File: src/rtl/wb_write_arbiter.sv
// Writeback arbiter: merges the ALU result stream and the buffered load/MC result
// stream onto the single register-file write port, preserving write-after-write order.
module wb_write_arbiter #(
   parameter int AWL   = 5,
   parameter int DWL   = 32,
   parameter int DEPTH = 4
) (
   input  logic                     clk,
   input  logic                     rst,
   input  logic                     alu_valid,
   input  logic [AWL-1:0]           alu_addr,
   input  logic [DWL-1:0]           alu_data,
   input  logic                     lsu_valid,
   output logic                     lsu_ready,
   input  logic [AWL-1:0]           lsu_addr,
   input  logic [DWL-1:0]           lsu_data,
   output logic                     wen,
   output logic [AWL-1:0]           WA,
   output logic [DWL-1:0]           WD,
   output logic [2**AWL-1:0]        pending,
   output logic [$clog2(DEPTH):0]   fifo_count
);

   localparam int PW = $clog2(DEPTH);
   localparam logic [PW:0] FULL_COUNT = (PW+1)'(DEPTH);

   logic [DEPTH-1:0] live_q;
   logic [AWL-1:0]   addr_q [DEPTH];
   logic [DWL-1:0]   data_q [DEPTH];
   logic [PW-1:0]    wptr;
   logic [PW-1:0]    rptr;
   logic [PW:0]      count;

   logic empty;
   logic full;
   logic alu_wr;
   logic head_live;
   logic head_wr;
   logic pop;
   logic push;
   logic push_live;

   assign empty  = (count == '0);
   assign full   = (count == FULL_COUNT);
   assign alu_wr = alu_valid & (alu_addr != '0);

   // A head killed by this cycle's ALU write counts as dead already, so it drains now.
   assign head_live = ~empty & live_q[rptr] & ~(alu_wr & (addr_q[rptr] == alu_addr));
   assign head_wr   = head_live & ~alu_wr;
   assign pop       = ~empty & ~(alu_wr & head_live);

   assign lsu_ready = ~rst & ~full;
   assign push      = lsu_valid & lsu_ready & (lsu_addr != '0);
   assign push_live = ~(alu_wr & (alu_addr == lsu_addr));

   assign fifo_count = count;

   always_comb begin
      pending = '0;
      for (int unsigned i = 0; i < DEPTH; i++) begin
         if (live_q[i]) pending[addr_q[i]] = 1'b1;
      end
   end

   always_ff @(posedge clk or posedge rst) begin
      if (rst) begin
         live_q <= '0;
         wptr   <= '0;
         rptr   <= '0;
         count  <= '0;
         wen    <= 1'b0;
         WA     <= '0;
         WD     <= '0;
      end else begin
         for (int unsigned i = 0; i < DEPTH; i++) begin
            if (alu_wr && (addr_q[i] == alu_addr)) live_q[i] <= 1'b0;
         end
         if (pop) begin
            live_q[rptr] <= 1'b0;
            rptr         <= rptr + PW'(1);
         end
         // Push slot never aliases the pop slot: push needs !full, pop needs !empty.
         if (push) begin
            live_q[wptr] <= push_live;
            wptr         <= wptr + PW'(1);
         end
         case ({push, pop})
            2'b10:   count <= count + (PW+1)'(1);
            2'b01:   count <= count - (PW+1)'(1);
            default: count <= count;
         endcase

         if (alu_wr) begin
            wen <= 1'b1;
            WA  <= alu_addr;
            WD  <= alu_data;
         end else if (head_wr) begin
            wen <= 1'b1;
            WA  <= addr_q[rptr];
            WD  <= data_q[rptr];
         end else begin
            wen <= 1'b0;
         end
      end
   end

   always_ff @(posedge clk) begin
      if (push) begin
         addr_q[wptr] <= lsu_addr;
         data_q[wptr] <= lsu_data;
      end
   end

endmodule
File: config.mk
export PLATFORM = sky130hd
export DESIGN_NAME = wb_write_arbiter
export DESIGN_NICKNAME = d
export VERILOG_FILES = /design/src/rtl/wb_write_arbiter.sv
export SDC_FILE = /design/constraint.sdc
export NUM_CORES = 1
export LEC_CHECK = 0
export ABC_AREA = 1
export CORE_ASPECT_RATIO = 2
export CORE_MARGIN = 4
export CORE_UTILIZATION = 50
export CTS_BUF_LIST = sky130_fd_sc_hd__clkbuf_4 sky130_fd_sc_hd__clkbuf_8
export DETAILED_ROUTE_END_ITERATION = 8
export PLACE_DENSITY = 0.78
export SYNTH_ARGS = -nofsm -noshare
export SYNTH_HDL_FRONTEND = slang
export SYNTH_SLANG_ARGS = --single-unit
File: constraint.sdc
create_clock -name clk -period 2.76 [get_ports clk]
set_clock_uncertainty 0.05 [all_clocks]
set_input_delay 0.276 -clock clk [delete_from_list [all_inputs] [get_ports clk]]
set_output_delay 0.276 -clock clk [all_outputs]
set_load 0.03 [all_outputs]
==> impl_metrics.py, run 1 <==
metrics = {
    "worst_setup_path": {
        "r2r-end": "fifo_count[1]$_DFFE_PP0P_",
        "reg2reg_from": "addr_q[2][0]$_DFFE_PP_",
        "path_buf_inv": 3,
        "worstPathRequired_ns": 2.43,
        "cp.depth": 5,
        "reg2regPathDepth": 13,
        "critical_path.top_delay_family": "buffers and inverters",
        "endpoint": "pending[17]",
        "crit_fanout": 6,
        "critPathMaxStageDelay_ns": 0.62,
        "cp-startpoint": "addr_q[2][0]$_DFFE_PP_",
        "worst_path_most_repeated_cell": "inv_1",
        "cp-start-kind": "flop",
        "regToRegSetupSlack_ns": 0.11,
        "cp.arrival_ns": 2.40,
        "cp_cell_sequence": "inv_1, nor3_2, inv_1, o221ai_1, dlygate4sd2_1",
        "end_kind": "output pin",
        "cp_slowest_cell": "edfxtp_1",
        "criticalPathCategory": "flop to output pin",
    },
    "pwr": {
        "p_leak_nw": 4.787,
        "powerDensity_nw_per_um2": 905.8,
        "ir_worst_vdd_mv": 0.5464,
    },
    "synthesis": {
        "synth_top_family_by_area": "simple AND/OR/NAND/NOR gates",
        "syn-instance-count": 992,
        "yosys_warnings": 0,
        "synth_area_um2": 9595,
        "ys_ff_latch": 197,
        "synth_fp_nets": 1080,
        "syn_avg_cell_area_um2": 9.673,
        "synthArstFlopShare_pct": 24.87,
        "muxShareOfSynthArea_pct": 0.1174,
        "synthAdderAreaFrac_pct": 1.382,
        "synth-edff-count": 148,
        "yosys.area_share.simple_pct": 19.64,
        "synthTopCellsByArea": "edfxtp_1 (46%), dfrtp_1 (13%), nor2_1 (7.2%)",
        "yosysTopAreaCell": "edfxtp_1",
        "ys.flop_type": "edfxtp_1",
        "seq_area_frac_synth_pct": 59.10,
        "ys_types": 33,
        "synth-compound-area-share_pct": 11.32,
        "synth_top_area_share_pct": 46.32,
        "synthXorXnorAreaFrac_pct": 2.556,
    },
    "floorplanning": {
        "rows": 71,
        "io_pins": 152,
        "core_um2": 18830,
        "die_w_um": 106.0,
        "start_util_pct": 50.95,
        "dieHeight_um": 203.9,
        "dieArea_um2": 21610,
    },
    "run": {
        "max_cap_violations": 0,
    },
    "placed_design": {
        "numPortBuffers": 151,
        "dpl.hpwl_mm": 22.10,
        "dp_cells": 1413,
        "postPlaceCellArea_um2": 11810,
        "gp_congestion": 1.041,
        "dp_worst_setup_slack_ns": -0.03441,
    },
    "global_routing": {
        "grt_max_degree": 69,
        "grt_antenna_before_repair": 1,
        "grt_overflow": 0,
        "grt_pass1_wl_mm": 46.09,
        "grtUsageTotal_pct": 28.53,
        "grt_pass1_vias": 8314,
    },
    "drt": {
        "drtAntennaViolNets": 0,
        "vias": 8225,
        "first_pass_iters": 5,
        "via_per_inst": 5.680,
        "drt-wirelength-per-cell_um": 20.89,
        "drc": 0,
        "routed_wirelength_mm": 30.25,
        "first_iter_violations": 618,
    },
    "run_status": {
        "outcome": "finished, final reports clean",
    },
    "sta": {
        "worst_hold_slack_ns": 0.1593,
        "rsz0062_at_grt": "yes",
        "drv_slew": 0,
        "setup_viol": 0,
        "worst_slack_ns": 0.03127,
        "hold_violations": 0,
        "tightest_slew_ns": 0.7661,
        "slew_headroom_pct": 48.93,
        "period_needed_ns": 2.729,
        "fin_crit_sh_pct": 98.87,
        "fmax_mhz": 366.5,
    },
    "clock_network": {
        "htree_levels": 4,
        "cts_tree": "done",
        "cts-root-buf": "clkbuf_8",
        "cts_made_buffers": 17,
        "clk_path_buf_depth": 2,
        "clock_sinks": 197,
        "clk-insertion-delay-late_ns": 0.48,
        "cts_hold_buf": 0,
        "clkTransAtPathRegs_ns": 0.10,
    },
    "cells_and_area": {
        "antenna_cells": 0,
        "area_delta_synth_final_pct": 27.24,
        "fill_cells": 1586,
        "drive_above_1_share_pct": 11.99,
        "fin_nets": 1268,
        "fin_cells": 1448,
        "final_area_um2": 12210,
        "finish.utilization_pct": 64.83,
    },
    "hold_path": {
        "holdCritPathClass": "input port to asynchronous set/reset pin",
    },
}
## flip-flops by register name, indices dropped and copies added (netlist names)
name / cells
WA: 5
WD: 32
addr_q: 20
data_q: 128
fifo_count: 3
live_q: 4
rptr: 2
wen: 1
wptr: 2
## area by class of cell
| class | instances | area, um2 | area share, % |
|---|---|---|---|
| sequential | 197 | 5673 | 46.46 |
| multi-input combinational | 669 | 3458 | 28.33 |
| timing repair buffer | 229 | 2135 | 17.48 |
| tap | 255 | 319.1 | 2.613 |
| inverter | 66 | 251.5 | 2.060 |
| clock buffer | 17 | 234.0 | 1.916 |
| clock inverter | 15 | 138.9 | 1.138 |
## power breakdown
part / switching [mW] / internal (mW) / total [mW] / leakage [nW]
registers: 0.314 / 3.80 / 4.11 / 1.93
clock network: 1.08 / 0.661 / 1.74 / 0.189
logic: 3.37 / 1.84 / 5.20 / 2.67
## kinds of logic (layout without fill, tap and decap cells)
kind of cell	Yosys count	in the layout
adders and majority gates	10	10
AOI/OAI and AO/OA	173	173
xor gates and xnor gates	28	28
buffers and inverters	126	327
muxes	1	1
and+or+nand+nor	457	457
DFF	197	197
## Yosys cell counts (all sizes together), types with 16 or more instances
cell type / n
nor2: 185
nand2: 151
edfxtp: 148
nand3: 80
o21ai: 75
inv: 66
dfrtp: 49
buf: 37
nor3: 34
a31oi: 32
o221ai: 27
clkbuf: 23
xnor2: 16
## worst min path at each step
stage,endpoint,cells after the start
6_report,WD[24]$_DFFE_PP0P_,2
5_1_grt,WD[25]$_DFFE_PP0P_,2
4_1_cts,WD[26]$_DFFE_PP0P_,2
3_5_place_dp,WD[15]$_DFFE_PP0P_,2
3_3_place_gp,WD[23]$_DFFE_PP0P_,2
2_1_floorplan,addr_q[0][0]$_DFFE_PP_,0
## routing by layer
metal	GRT usage [%]	vias to the layer above	wire [um]
met5	0	-	0
met4	23.21	0	2728
met3	4.047	130	1297
met2	53.45	372	16520
met1	26.78	3899	9705
li1	-	3824	-
## cell usage in the layout, fill, tap and decap left out, types with 5 or more instances in the layout
cell type / instances
nor2_1: 181
edfxtp_1: 148
nand2_1: 146
clkdlybuf4s50_1: 119
nand3_1: 76
o21ai_0: 73
buf_4: 70
inv_1: 62
dfrtp_1: 47
a31oi_1: 32
nor3_1: 29
o221ai_1: 27
dlygate4sd2_1: 27
clkbuf_8: 17
xnor2_1: 16
a22oi_1: 13
xor2_1: 12
a21oi_1: 10
ha_1: 9
buf_12: 7
o22a_1: 6
nor3_2: 5
nor4_1: 5
inv_6: 5
clkinv_4: 5
## worst register-to-register path, stage by stage, from the launching register on
cell and delay (ns):
edfxtp_1 0.62, nand2_1 0.15, nand2_1 0.08, nand2_1 0.05, nand2_1 0.08, nor2_1 0.04, nor2_1 0.17, nand3_1 0.14
nand3_2 0.12, nand2_2 0.07, inv_1 0.09, ha_1 0.19, fa_2 0.43, mux2_2 0.27
## repair_timing
item / 4_1_cts / 5_1_grt
buffers inserted: 1 / 2
endpoints found under the setup margin: 33 / 13
pin swaps: 0 / 0
endpoints found under the hold margin: 0 / 0
gates resized for setup: 37 / 24
cloned: 0 / 0
## stage by stage
step / power [mW] / setup TNS, ns
global route: 11.74 / -0.1973
finish: 11.06 / 0
detailed placement: 9.342 / -0.05601
floorplan: 7.397 / 0
CTS: 11.06 / 0
global placement: 9.228 / -0.06180
No activity file was read; power rests on OpenSTA's default activity.
==> run 2, diff against run 1 <==
Settings changed: GPL_ROUTABILITY_DRIVEN set to 0.
==> run 2 against run 1 <==
Against the previous run: non-clock buffer count shrank 7; largest cell class unchanged; clock-buffer cell count grew 3; combinational power is essentially flat; final cell count shrank 0.35%; largest power group unchanged; critical path type unchanged; register-to-register slack gained 0.04 ns.
==> impl_metrics.py, run 2 (synthesis gave the netlist of run 1 again) <==
metrics = {
    "floorplanning": {
        "rows": 71,
        "start_util_pct": 50.95,
        "io_pins": 152,
        "core_um2": 18830,
        "dieArea_um2": 21610,
        "die_w_um": 106.0,
        "dieHeight_um": 203.9,
    },
    "worst_setup_path": {
        "end_kind": "output pin",
        "cp.depth": 6,
        "cp-start-kind": "flop",
        "r2r-end": "fifo_count[2]$_DFFE_PP0P_",
        "path_buf_inv": 3,
        "cp_slowest_cell": "dlygate4sd2_1",
        "regToRegSetupSlack_ns": 0.15,
        "reg2reg_from": "addr_q[0][2]$_DFFE_PP_",
        "cp.arrival_ns": 2.36,
        "crit_fanout": 6,
        "cp_cell_sequence": "buf_4, inv_1, nand3_1, o22a_1, o221ai_1, dlygate4sd2_1",
        "critical_path.top_delay_family": "buffers and inverters",
        "reg2regPathDepth": 16,
        "worstPathRequired_ns": 2.43,
        "critPathMaxStageDelay_ns": 0.43,
        "criticalPathCategory": "flop to output pin",
    },
    "clock_network": {
        "clkTransAtPathRegs_ns": 0.10,
        "clk-insertion-delay-late_ns": 0.46,
        "clock_sinks": 197,
        "cts_tree": "done",
        "cts-root-buf": "clkbuf_8",
        "htree_levels": 4,
        "clk_path_buf_depth": 2,
        "cts_made_buffers": 17,
    },
    "drt": {
        "first_iter_violations": 778,
        "drtAntennaViolNets": 0,
        "routed_wirelength_mm": 29.43,
        "drt-wirelength-per-cell_um": 20.40,
        "via_per_inst": 5.720,
        "vias": 8254,
        "first_pass_iters": 5,
        "drc": 0,
    },
    "global_routing": {
        "grtUsageTotal_pct": 27.86,
        "grt_pass1_vias": 8214,
        "grt_pass1_wl_mm": 45.18,
        "grt_overflow": 0,
        "grt_max_degree": 68,
        "grt_antenna_before_repair": 2,
    },
    "cells_and_area": {
        "drive_above_1_share_pct": 11.64,
        "top_regs": "data_q: 128 flops, WD: 32 flops, addr_q: 20 flops",
        "finish.utilization_pct": 64.98,
        "top_register": "data_q",
        "fill_cells": 1530,
        "layout_common_cells": "nor2_1 (181), edfxtp_1 (148), nand2_1 (145), clkdlybuf4s50_1 (119), nand3_1 (74)",
        "fin_nets": 1261,
        "area_delta_synth_final_pct": 27.54,
        "final_common_cell": "nor2_1",
        "fin_cells": 1443,
        "largest_reg_flops": 128,
    },
    "pwr": {
        "p_leak_nw": 4.821,
        "ir_worst_vdd_mv": 0.5666,
        "p_total_mw": 11.27,
        "powerDensity_nw_per_um2": 920.7,
    },
    "sta": {
        "drv_slew": 0,
        "period_needed_ns": 2.683,
        "setup_viol": 0,
        "slew_headroom_pct": 38.93,
        "hold_violations": 0,
        "fmax_mhz": 372.7,
        "fin_crit_sh_pct": 97.22,
        "tightest_slew_ns": 0.9077,
        "timing.setup.tns_ns": 0,
    },
    "hold_path": {
        "holdCritPathClass": "input port to asynchronous set/reset pin",
    },
    "run": {
        "max_cap_violations": 0,
    },
    "placed_design": {
        "numPortBuffers": 151,
        "dpl.hpwl_mm": 20.52,
        "dp_cells": 1402,
    },
    "run_status": {
        "outcome": "finished, final reports clean",
    },
}
## run 2: changes by cell type in the layout (fill, tap and decap cells not counted), sizes merged
cell          delta
inv              -1
buf              -7
clkinv           -5
dlymetal6s2s     +2
bufinv           +3
dlygate4sd2      +1
diode            +2
## run 2: timing repair
| item | 4_1_cts | 5_1_grt |
|---|---|---|
| gates resized for setup | 38 | 19 |
| setup endpoints to repair | 33 | 23 |
| hold buffers | 0 | 0 |
| setup buffers | 0 | 7 |
| pin swaps | 0 | 2 |
| endpoints found under the hold margin | 0 | 0 |
## run 2: worst register-to-register path: cells and delay by family (launching register included)
kind	cells	cell delay, ns
xor+xnor	1	0.19
fa+ha+maj	2	0.59
compound gates	2	0.23
simple gates	9	0.75
buf+inv	2	0.26
flops	1	0.45
## run 2: cell type report
class                           count  area (um2)  area share (%)
Tap cell                          255       319.1           2.607
Clock buffer                       20       269.0           2.198
Antenna cell                        2       5.005         0.04090
Clock inverter                     12       165.2           1.350
Timing Repair Buffer              222        2076           16.96
Sequential cell                   197        5673           46.36
Inverter                           66       251.5           2.055
Multi-Input combinational cell    669        3480           28.43
## run 2: how the worst max path moves through the flow
stage                               from                        end  slack, ns
2_1_floorplan  fifo_count[0]$_DFFE_PP0P_  fifo_count[2]$_DFFE_PP0P_       0.11
3_3_place_gp                 alu_addr[1]  fifo_count[2]$_DFFE_PP0P_       0.01
3_5_place_dp                 alu_addr[1]  fifo_count[2]$_DFFE_PP0P_      -0.07
4_1_cts           addr_q[0][2]$_DFFE_PP_                pending[20]       0.01
5_1_grt           addr_q[0][2]$_DFFE_PP_                pending[19]      -0.11
6_report          addr_q[2][2]$_DFFE_PP_                pending[11]       0.08
## run 2: metrics by stage
step	setup WS, ns	hold WS (ns)	cell area (um2)
floorplan	0.1094	0.3249	9634
global placement	0.01391	0.4407	11700
detailed placement	-0.06647	0.4427	11700
CTS	0.01319	0.1845	12130
global route	-0.1122	0.2301	12240
finish	0.07661	0.1982	12240
## run 2: power by group
group | total, mW | switching [mW] | internal, mW
combinational | 5.18 | 3.36 | 1.82
sequential | 4.11 | 0.311 | 3.80
clock | 1.98 | 1.00 | 0.973
## run 2: routing by layer
metal  up-vias  global-route usage [%]  routed length (um)
met5         -                       0                   0
met3       140                   5.849                1678
met4         0                   19.59                2127
met1      3858                   28.04                9654
li1       3821                       -                   -
met2       435                   50.32               15970
